--- config.mk ---
export PLATFORM = sky130hd
export DESIGN_NAME = pellet_renderer_flat
export DESIGN_NICKNAME = d
export VERILOG_FILES = /design/src/rtl/pellet_renderer_if.sv /design/src/rtl/pellet_renderer.sv /design/src/flat_wrapper.sv
export SDC_FILE = /design/constraint.sdc
export NUM_CORES = 1
export LEC_CHECK = 0
export ABC_AREA = 1
export BUFFER_PORTS_ARGS = -buffer_cell sky130_fd_sc_hd__buf_4
export CAP_MARGIN = 5
export CORE_MARGIN = 5
export CORE_UTILIZATION = 45
export DETAILED_ROUTE_END_ITERATION = 12
export PLACE_DENSITY_LB_ADDON = 0.3
export SLEW_MARGIN = 15
export SYNTH_ARGS = -nofsm -noshare
export SYNTH_HDL_FRONTEND = slang
export SYNTH_SLANG_ARGS = --single-unit
--- constraint.sdc ---
create_clock -name clk -period 2.61 [get_ports clk]
set_clock_uncertainty 0.2 [all_clocks]
set_input_delay 0 -clock clk [delete_from_list [all_inputs] [get_ports clk]]
set_output_delay 0 -clock clk [all_outputs]
set_load 0.05 [all_outputs]
--- src/rtl/pellet_renderer_if.sv ---
// Pellet renderer bus: live map and pixel coordinates in, pellet flag and scan results out.
interface pellet_renderer_if;
  logic [0:63] pellet_arr;
  logic [9:0]  hcount;
  logic [9:0]  vcount;
  logic        video_on;
  logic        frame_start;
  logic        pellet_px;
  logic        px_valid;
  logic [6:0]  pellets_left;
  logic        level_clear;
  logic        count_done;

  modport master (
    output pellet_arr, hcount, vcount, video_on, frame_start,
    input  pellet_px, px_valid, pellets_left, level_clear, count_done
  );

  modport slave (
    input  pellet_arr, hcount, vcount, video_on, frame_start,
    output pellet_px, px_valid, pellets_left, level_clear, count_done
  );
endinterface

--- src/rtl/pellet_renderer.sv ---
// Snapshots the pellet map per frame, renders pellet pixels through a 2-stage pipeline and
// serially counts the remaining pellets after every snapshot.
module pellet_renderer #(
  parameter int unsigned TILE_W      = 80,
  parameter int unsigned TILE_H      = 60,
  parameter int unsigned PELLET_SIZE = 8
) (
  input  logic              clk,
  input  logic              rst_n,
  pellet_renderer_if.slave  bus
);

  localparam logic [9:0] XLo = 10'(TILE_W / 2 - PELLET_SIZE / 2);
  localparam logic [9:0] XHi = 10'(TILE_W / 2 + PELLET_SIZE / 2 - 1);
  localparam logic [9:0] YLo = 10'(TILE_H / 2 - PELLET_SIZE / 2);
  localparam logic [9:0] YHi = 10'(TILE_H / 2 + PELLET_SIZE / 2 - 1);

  typedef enum logic [0:0] {StIdle, StCount} state_e;

  logic [0:63] snap_q;
  state_e      state_q;
  logic [5:0]  idx_q;
  logic [6:0]  acc_q;
  logic [6:0]  pellets_left_q;
  logic        level_clear_q;
  logic        count_done_q;

  logic [2:0]  col_c, row_c, col_q, row_q;
  logic [9:0]  x_base, y_base, x_off_q, y_off_q;
  logic        von_q;
  logic        pellet_px_q, px_valid_q;
  logic        in_sq;
  logic [6:0]  final_cnt;

  // Monotone comparison chain: the last threshold passed gives the tile index and origin.
  always_comb begin
    col_c  = '0;
    row_c  = '0;
    x_base = '0;
    y_base = '0;
    for (int unsigned k = 1; k < 8; k++) begin
      if (bus.hcount >= 10'(k * TILE_W)) begin
        col_c  = 3'(k);
        x_base = 10'(k * TILE_W);
      end
      if (bus.vcount >= 10'(k * TILE_H)) begin
        row_c  = 3'(k);
        y_base = 10'(k * TILE_H);
      end
    end
  end

  always_comb begin
    in_sq     = (x_off_q >= XLo) && (x_off_q <= XHi) && (y_off_q >= YLo) && (y_off_q <= YHi);
    final_cnt = acc_q + {6'd0, snap_q[63]};
  end

  always_ff @(posedge clk or negedge rst_n) begin
    if (!rst_n) begin
      col_q       <= '0;
      row_q       <= '0;
      x_off_q     <= '0;
      y_off_q     <= '0;
      von_q       <= 1'b0;
      pellet_px_q <= 1'b0;
      px_valid_q  <= 1'b0;
    end else begin
      col_q       <= col_c;
      row_q       <= row_c;
      x_off_q     <= bus.hcount - x_base;
      y_off_q     <= bus.vcount - y_base;
      von_q       <= bus.video_on;
      pellet_px_q <= von_q & snap_q[{row_q, col_q}] & in_sq;
      px_valid_q  <= von_q;
    end
  end

  // A frame_start always reloads the snapshot and (re)starts the scan, even mid-count.
  always_ff @(posedge clk or negedge rst_n) begin
    if (!rst_n) begin
      snap_q         <= '0;
      state_q        <= StIdle;
      idx_q          <= '0;
      acc_q          <= '0;
      pellets_left_q <= '0;
      level_clear_q  <= 1'b0;
      count_done_q   <= 1'b0;
    end else begin
      count_done_q <= 1'b0;
      if (bus.frame_start) begin
        snap_q  <= bus.pellet_arr;
        idx_q   <= '0;
        acc_q   <= '0;
        state_q <= StCount;
      end else begin
        unique case (state_q)
          StIdle: ;
          StCount: begin
            if (idx_q == 6'd63) begin
              pellets_left_q <= final_cnt;
              level_clear_q  <= (final_cnt == 7'd0);
              count_done_q   <= 1'b1;
              state_q        <= StIdle;
            end else begin
              acc_q <= acc_q + {6'd0, snap_q[idx_q]};
              idx_q <= idx_q + 6'd1;
            end
          end
          default: state_q <= StIdle;
        endcase
      end
    end
  end

  assign bus.pellet_px    = pellet_px_q;
  assign bus.px_valid     = px_valid_q;
  assign bus.pellets_left = pellets_left_q;
  assign bus.level_clear  = level_clear_q;
  assign bus.count_done   = count_done_q;

endmodule

--- src/flat_wrapper.sv ---
// flat-port wrapper written by rule: the top's interface ports become plain ports
module pellet_renderer_flat 
#(
  parameter int unsigned TILE_W      = 80,
  parameter int unsigned TILE_H      = 60,
  parameter int unsigned PELLET_SIZE = 8
)
  (clk, rst_n, bus_pellet_arr, bus_hcount, bus_vcount, bus_video_on, bus_frame_start, bus_pellet_px, bus_px_valid, bus_pellets_left, bus_level_clear, bus_count_done);
  pellet_renderer_if bus_i ();
  input  logic clk;
  input  logic rst_n;
  input wire logic [$bits(bus_i.pellet_arr)-1:0] bus_pellet_arr;
  input wire logic [$bits(bus_i.hcount)-1:0] bus_hcount;
  input wire logic [$bits(bus_i.vcount)-1:0] bus_vcount;
  input wire logic [$bits(bus_i.video_on)-1:0] bus_video_on;
  input wire logic [$bits(bus_i.frame_start)-1:0] bus_frame_start;
  output wire logic [$bits(bus_i.pellet_px)-1:0] bus_pellet_px;
  output wire logic [$bits(bus_i.px_valid)-1:0] bus_px_valid;
  output wire logic [$bits(bus_i.pellets_left)-1:0] bus_pellets_left;
  output wire logic [$bits(bus_i.level_clear)-1:0] bus_level_clear;
  output wire logic [$bits(bus_i.count_done)-1:0] bus_count_done;
  assign bus_i.pellet_arr = bus_pellet_arr;
  assign bus_i.hcount = bus_hcount;
  assign bus_i.vcount = bus_vcount;
  assign bus_i.video_on = bus_video_on;
  assign bus_i.frame_start = bus_frame_start;
  assign bus_pellet_px = bus_i.pellet_px;
  assign bus_px_valid = bus_i.px_valid;
  assign bus_pellets_left = bus_i.pellets_left;
  assign bus_level_clear = bus_i.level_clear;
  assign bus_count_done = bus_i.count_done;
  pellet_renderer #(.TILE_W(TILE_W), .TILE_H(TILE_H), .PELLET_SIZE(PELLET_SIZE)) u_core (.clk(clk), .rst_n(rst_n), .bus(bus_i));
endmodule
# ---- Word level (Yosys, flattened, before mapping)
# Index checks and enable logic that the tools add are counted.
dict set report totals {
  register_bits 116
  output_inout_bits 11
  word_cells 99
}
dict set report op_classes {
  addsub 5
  magnitude_cmp 20
  eq_ne 2
  n_mux 46
  n_bitwise 5
  reduce_logical 7
}
# operator count
set ops {}
lappend ops {{10-bit by 9-bit >= comparator with 1-bit output, second input constant} 6}
lappend ops {{10-bit 2-to-1 mux} 6}
lappend ops {{10-bit by 8-bit >= comparator with 1-bit output, second input constant} 4}
lappend ops {{7-bit 2-to-1 mux} 5}
lappend ops {{3-bit 2-to-1 mux} 10}
lappend ops {{9-bit 2-to-1 mux} 3}
lappend ops {{6-bit 2-to-1 mux} 4}
lappend ops {{10-bit by 6-bit >= comparator with 1-bit output, second input constant} 2}
lappend ops {{10-bit by 7-bit >= comparator with 1-bit output, second input constant} 2}
lappend ops {{10-bit by 6-bit <= comparator with 1-bit output, second input constant} 2}
lappend ops {{8-bit 2-to-1 mux} 2}
lappend ops {{7-bit by 1-bit adder with 7-bit output} 2}
lappend ops {{7-bit >= comparator, second input constant} 2}
lappend ops {{6-bit NOT with 7-bit output} 2}
lappend ops {{1-bit binary-select mux with 6-bit select} 2}
lappend ops {{1-bit 2-to-1 mux} 12}
lappend ops {{10-bit >= comparator, second input constant} 1}
lappend ops {{10-bit by 5-bit >= comparator with 1-bit output, second input constant} 1}
lappend ops {{10-bit subtractor} 1}
lappend ops {{10-bit by 9-bit subtractor with 10-bit output} 1}
lappend ops {{7-bit zero test} 1}
lappend ops {{6-bit by 1-bit adder with 6-bit output, second input constant} 1}
lappend ops {{6-bit equality test, second input constant} 1}
lappend ops {{2-bit 2-to-1 mux} 2}
lappend ops {{other kinds (7)} 10}

# ---- Longest topological paths before layout
# Gate-level depths: netlist of run 1.
dict set report logic_depth {
  ltp_word 9
  depth_mapped 16
  depth_no_buf 16
}

# ---- Least setup slack after synthesis of run 1
# Ideal clock, no wire load.
dict set report synth_timing {
  path_kind {input port to flip-flop}
  from {input port bus_vcount[8]}
  to {register u_core.y_off_q[8]}
  arrival_time_ns 2.018
  path_slack_ns 0.270
  stages 13
  path_cell_list {nor2_1 -> nand2_1 -> a31oi_1 -> a21oi_1 -> o21ai_0 -> a21oi_1 -> ha_1 -> fa_1 -> o21ai_0 -> a21oi_1 -> nor2_1 -> nor2_1 -> xnor2_1}
}
dict set report synth_between {
  elab_chain_cells 9
}
# element line
set synth_rtl {}
lappend synth_rtl {{start, declared} flat_wrapper.sv:14} ;# input wire logic [$bits(bus_i.vcount)-1:0] bus_vcount;
lappend synth_rtl {{10-bit by 6-bit >= comparator with 1-bit output} pellet_renderer.sv:46} ;# if (bus.vcount >= 10'(k * TILE_H)) begin
lappend synth_rtl {{6-bit 2-to-1 mux} pellet_renderer.sv:46}
lappend synth_rtl {{7-bit 2-to-1 mux} pellet_renderer.sv:46}
lappend synth_rtl {{8-bit 2-to-1 mux (2 in a row)} pellet_renderer.sv:46}
lappend synth_rtl {{9-bit 2-to-1 mux (3 in a row)} pellet_renderer.sv:46}
lappend synth_rtl {{10-bit by 9-bit subtractor with 10-bit output (*)} pellet_renderer.sv:71} ;# y_off_q <= bus.vcount - y_base;
lappend synth_rtl {{end signal, assigned} pellet_renderer.sv:71}
lappend synth_rtl {{end, declared} pellet_renderer.sv:29} ;# logic [9:0] x_base, y_base, x_off_q, y_off_q;
# Mark *: on every way between the ends. The rest lies on a longest branch, timed or not.
# A chain may end at the register's enable or synchronous reset.

# ---- Worst setup path after layout of run 1
dict set report layout_timing {
  from {input port bus_vcount[9]}
  to {register u_core.y_off_q[5]}
}
dict set report layout_between {
  elab_chain_cells 9
}
# element line
set layout_rtl {}
lappend layout_rtl {{10-bit by 6-bit >= comparator with 1-bit output} pellet_renderer.sv:46}
lappend layout_rtl {{6-bit 2-to-1 mux} pellet_renderer.sv:46}
lappend layout_rtl {{7-bit 2-to-1 mux} pellet_renderer.sv:46}
lappend layout_rtl {{8-bit 2-to-1 mux (2 in a row)} pellet_renderer.sv:46}
lappend layout_rtl {{9-bit 2-to-1 mux (2 in a row)} pellet_renderer.sv:46}
lappend layout_rtl {{9-bit 2-to-1 mux (*)} pellet_renderer.sv:46}
lappend layout_rtl {{10-bit by 9-bit subtractor with 10-bit output (*)} pellet_renderer.sv:71}
# Marked as above.

==> flow_metrics.tcl, run 1 <==
set metrics [dict create \
    gp_congestion 0.851 \
    path_delay_family "buffers and inverters" \
    io_buffers 95 \
    final.fill_count 1126 \
    insertion_delay_ps 420 \
    avgSynthCellArea_um2 7.45 \
    slowest_delay_ps 620 \
    maxCapViolCount 0 \
    cts_sinks 113 \
    min_period_ps 2460 \
    syn_area_um2 6320 \
    initial_utilization 0.457 \
    ys_ff_latch 113 \
    ir_drop_v 0.000431 \
    layout_commonest_cell "nand2_1" \
    wirelength_um 18000 \
    die_h_um 129 \
    dr.pass1.iters 6 \
    dieArea_um2 16500 \
    io_pins 99 \
    grt_pass1_wl_um 29800 \
    async_flop_share 1.00 \
    relSlewSlack 0.465 \
    fp.dieW_um 129 \
    layout_common_cells "nand2_1, dlygate4sd3_1, buf_4" \
    insertedDiodeCount 0 \
    drive_above_1_share 0.155 \
    fp-row-count 43 \
    nets 1179 \
    synth_top_flop_cell "dfrtp_1" \
    crit_fanout 5 \
    cts_tree "done" \
    ff_latch_area_um2 2830 \
    synth_seq_area_share 0.447 \
    syn2layout_area_growth_pct 46.1 \
    p_leak_nw 4.57 \
    antenna_found_initial 0 \
    synth_nets 955 \
    cts_buffer_depth 2 \
    post-route-period-util 0.941 \
    drc_errors 0 \
    fin_area_um2 9240 \
    hp-class "in -> reg" \
    synth_warnings 0 \
    path_cells "buf_4 -> inv_1 -> dlygate4sd3_1 -> a31oi_1 -> nor2_1 -> nand2_1 -> ha_1 -> nand2_1 -> o21ai_1 -> xor2_1 -> dlygate4sd3_1" \
    vias_per_cell 5.11 \
    grt_max_degree 68 \
    cts_buffers 17 \
    power.density_nw_per_um2 622 \
    critPathKind "in -> reg" \
    synth_edf_count 0 \
    cts_max_level 4 \
    path_clk_slew_ps 50 \
    status "finished, final reports clean" \
    path_buf_inv 4 \
    fmax_ghz 0.407 \
    clock-root-buffer "clkbuf_16" \
    finalHoldViolCount 0 \
    setup_tns_ps 0 \
    grt_pass1_vias 6426 \
    grt-ovfl-total 0 \
    rsz0062_at_grt "true" \
    vias 6470 \
    finalSetupViolCount 0 \
    netlist_instances 848 \
    dr.first_iter.drc_count 462 \
    ant_nets 0 \
    cp.required_ps 2710 \
    hpwlAfterDp_um 11100 \
    tightest_slew_ps 802 \
    slew_violations 0 \
    crit_slowest_cell "dlygate4sd3_1" \
    grt_usage 0.226 \
    multi_input_area_um2 3010 \
    post_dp_cell_area_um2 7180 \
    route.detailed.wl_per_inst_um 14.3 \
    synth_cell_types 32 \
    timing.critical_path.from_type "input port" \
    arrival_ps 2550 \
    core_um2 13800 \
    cp-end-kind "register" \
]
cells by family after synthesis:
logic type | Yosys count | synth area share
flip-flops | 113 | 0.447
adder cells (fa/ha/maj) | 19 | 0.0400
XOR/XNOR | 16 | 0.0222
AO/OA/AOI/OAI | 141 | 0.121
AND/OR/NAND/NOR | 437 | 0.286
buffers and inverters | 122 | 0.0833
synthesized netlist by cell type (3+ instances only):
cell	n	share of area
nand2_1	300	0.18
clkbuf_1	13	0.0077
xor2_1	14	0.019
buf_6	3	0.0053
nand4_1	8	0.0079
a21oi_1	38	0.030
o21ai_0	75	0.059
buf_2	17	0.013
nor3_1	7	0.0055
o211ai_1	13	0.015
nor2_1	36	0.021
inv_2	3	0.0018
a31oi_1	6	0.0059
inv_1	79	0.047
nand3_1	80	0.063
o21ai_1	5	0.0040
buf_4	6	0.0071
ha_1	17	0.034
dfrtp_1	113	0.45
state kept, by name, indices dropped and copies added, names as in the netlist:
name and cells:
u_core.von_q 1, u_core.bus.count_done 1, u_core.bus.level_clear 1, u_core.col_q 3, u_core.bus.pellets_left 7, u_core.row_q 3, u_core.state_q 1, u_core.acc_q 7
u_core.snap_q 64, u_core.bus.pellet_px 1, u_core.y_off_q 9, u_core.idx_q 6, u_core.x_off_q 8, u_core.bus.px_valid 1
where the power goes:
group,switching [mW],internal [mW],total (mW)
Clock,0.787,1.83,2.62
Sequential,0.110,1.92,2.03
Combinational,0.576,0.522,1.10
Total,1.47,4.27,5.75
worst register-to-register path, stage by stage (launching register included):
cell,delay [ps]
dfrtp_2,450
buf_4,160
clkbuf_16,170
a21oi_1,150
o21ai_0,100
nand2_1,90
nand2_1,60
nand4_1,90
nand3_1,90
nand2_1,70
ha_1,160
ha_1,210
nand2_2,90
o21ai_1,130
nand2_1,60
nor2_1,100
stage by stage:
stage / instances / utilization / hold WS, ps / total power, mW / setup slack [ps]
6_report: 1265 / 0.668 / 23.0 / 5.75 / 153
4_1_cts: 1258 / 0.660 / 15.1 / 5.75 / 23.2
5_1_grt: 1265 / 0.668 / 31.4 / 6.03 / -42.3
2_1_floorplan: 848 / - / -496 / 2.60 / 270
3_3_place_gp: 1098 / 0.519 / -312 / 2.91 / 103
3_5_place_dp: 1098 / 0.519 / -312 / 2.93 / 75.2
path summary, 6_finish.rpt:
path	start	cells after the start	end	slack (ps)
max	bus_vcount[9]	11	u_core.y_off_q[5]	150
min	bus_vcount[4]	6	u_core.y_off_q[6]	20
max reg2reg	u_core.idx_q[0]	15	u_core.acc_q[4]	180
min reg2reg	u_core.von_q	0	u_core.bus.px_valid	190
max in group asynchronous	rst_n	4	u_core.acc_q[6]	630
min in group asynchronous	rst_n	4	u_core.snap_q[44]	480
repair_timing:
action                                  in CTS  in global routing
gates resized for setup                      0                 23
endpoints found under the hold margin      203                  1
buffers inserted                             0                  7
endpoints found under the setup margin       0                 11
hold buffers                               128                  1
area by class of cell:
class                   count  share of cell area
well taps                 180              0.0244
multi-input cells         613               0.325
inverters                  83              0.0344
clock inverters            11              0.0225
repair buffers            244               0.237
flip-flops and latches    113               0.306
clock buffers              21              0.0499
routing by layer:
layer	GRT usage	wire [µm]	vias to the layer above
met2	0.393	9200	206
met4	0.0815	396	0
met5	0	0	-
li1	-	-	3200
met1	0.276	7360	3030
met3	0.0482	1070	34
Power figures use the tool's default switching activity.
==> inputs of run 2 (changes only) <==
Settings changed: CORE_MARGIN 5 to 1.
==> flow_metrics.tcl, run 2 (same netlist as run 1, synthesis figures left out) <==
set metrics [dict create \
    antenna_found_initial 0 \
    grt_pass1_wl_um 30000 \
    violations "negative hold slack" \
    status "finished, violations left" \
    finalHoldViolCount 5 \
    vias_per_cell 5.15 \
    fin_cells 1272 \
    nets 1190 \
    multi_input_area_um2 3030 \
    fin_util 0.696 \
    relSlewSlack 0.480 \
    fin_area_um2 9360 \
    p_leak_nw 4.60 \
    layout_common_cells "nand2_1, dlygate4sd3_1, buf_4" \
    post_dp_cell_area_um2 7190 \
    fp-row-count 42 \
    crit_fanout 5 \
    io_buffers 95 \
    drc_errors 0 \
    reg.largest.list "u_core.snap_q: 64 flops, u_core.y_off_q: 9 flops, u_core.x_off_q: 8 flops" \
    cts_buffer_depth 2 \
    maxCapViolCount 0 \
    grt-ovfl-total 0 \
    drive_above_1_share 0.159 \
    dieArea_um2 14500 \
    ant_nets 0 \
    io_pins 99 \
    grt_usage 0.263 \
    fmax_ghz 0.401 \
    gp_congestion 0.900 \
    die_h_um 121 \
    finalSetupViolCount 0 \
    timing.critical_path.from_type "input port" \
    post-route-period-util 0.956 \
    final.fill_count 1096 \
    ir_drop_v 0.000513 \
    core_um2 13500 \
    cp-end-kind "register" \
    layout_commonest_cell "nand2_1" \
    top_register "u_core.snap_q" \
    wirelength_um 18100 \
    path_clk_slew_ps 50 \
    ff_latch_area_um2 2830 \
    power.density_nw_per_um2 616 \
    cts_tree "done" \
    slew_violations 0 \
    cp.required_ps 2710 \
    syn2layout_area_growth_pct 48.1 \
    tightest_slew_ps 778 \
    critPathKind "in -> reg" \
    dr.pass1.iters 7 \
    cts_sinks 113 \
    insertion_delay_ps 420 \
    clock-root-buffer "clkbuf_16" \
    hpwlAfterDp_um 10900 \
    insertedDiodeCount 0 \
    initial_utilization 0.470 \
    largest_register_ffs 64 \
    dr.first_iter.drc_count 450 \
    vias 6546 \
    grt_max_degree 59 \
    grt_pass1_vias 6449 \
    min_period_ps 2490 \
    cts_max_level 4 \
    route.detailed.wl_per_inst_um 14.2 \
    cts_buffers 17 \
    arrival_ps 2590 \
    fp.dieW_um 121 \
    dp_slack_ps 127 \
    holdWs_ps -9.57 \
    placed_cells 1097 \
    setup_slack_ps 115 \
    hp-class "in -> async" \
]
run 2: routing by layer:
layer  GRT usage  up-vias  part of all wire
met5           0        -                 0
met1       0.328     3067              0.43
li1            -     3214                 -
met4      0.0926        0             0.020
met3      0.0547       31             0.052
met2       0.449      234              0.50
run 2: final cells by class:
| cell class | instances | share of cell area |
|---|---|---|
| clock inverter | 9 | 0.0187 |
| timing repair buffer | 255 | 0.245 |
| multi-input combinational | 613 | 0.323 |
| inverter | 83 | 0.0340 |
| clock buffer | 23 | 0.0532 |
| tap | 176 | 0.0235 |
| sequential | 113 | 0.302 |
run 2: path summary, 6_finish.rpt:
check | startpoint | endpoint | slack [ps] | cells past startpoint
max | bus_hcount[7] | u_core.x_off_q[5] | 120 | 11
min reg2reg | u_core.von_q | u_core.bus.px_valid | 190 | 0
min in group clk | bus_hcount[2] | u_core.x_off_q[2] | 30 | 2
max in group asynchronous | rst_n | u_core.y_off_q[5] | 1500 | 3
min | rst_n | u_core.acc_q[5] | -10 | 2
max reg2reg | u_core.idx_q[0] | u_core.acc_q[4] | 220 | 15
run 2: worst max-delay path, stage by stage:
cell and delay (ps):
dlygate4sd3_1 570, buf_4 170, nor2_1 120, nand3_1 110
nand2_1 100, a21boi_2 200, nand2_2 80, ha_1 180
inv_1 80, fa_1 410, dlygate4sd3_1 580
run 2: what timing repair did:
action / CTS / global route
hold buffers: 137 / 1
endpoints found under the hold margin: 171 / 1
setup endpoints to repair: 0 / 12
buffers inserted: 0 / 5
resized for setup: 0 / 32
run 2: power by group:
part           switching, mW  total (mW)  leakage, nW  internal, mW
Clock                  0.805        2.62        0.325          1.82
Combinational          0.584        1.12         2.89         0.531
Sequential             0.112        2.03         1.39          1.92
run 2: metrics by stage:
step,total power [mW],setup TNS [ps]
2_1_floorplan,2.60,0
3_3_place_gp,2.92,0
3_5_place_dp,2.93,0
4_1_cts,5.74,0
5_1_grt,6.04,-47.0
6_report,5.77,0
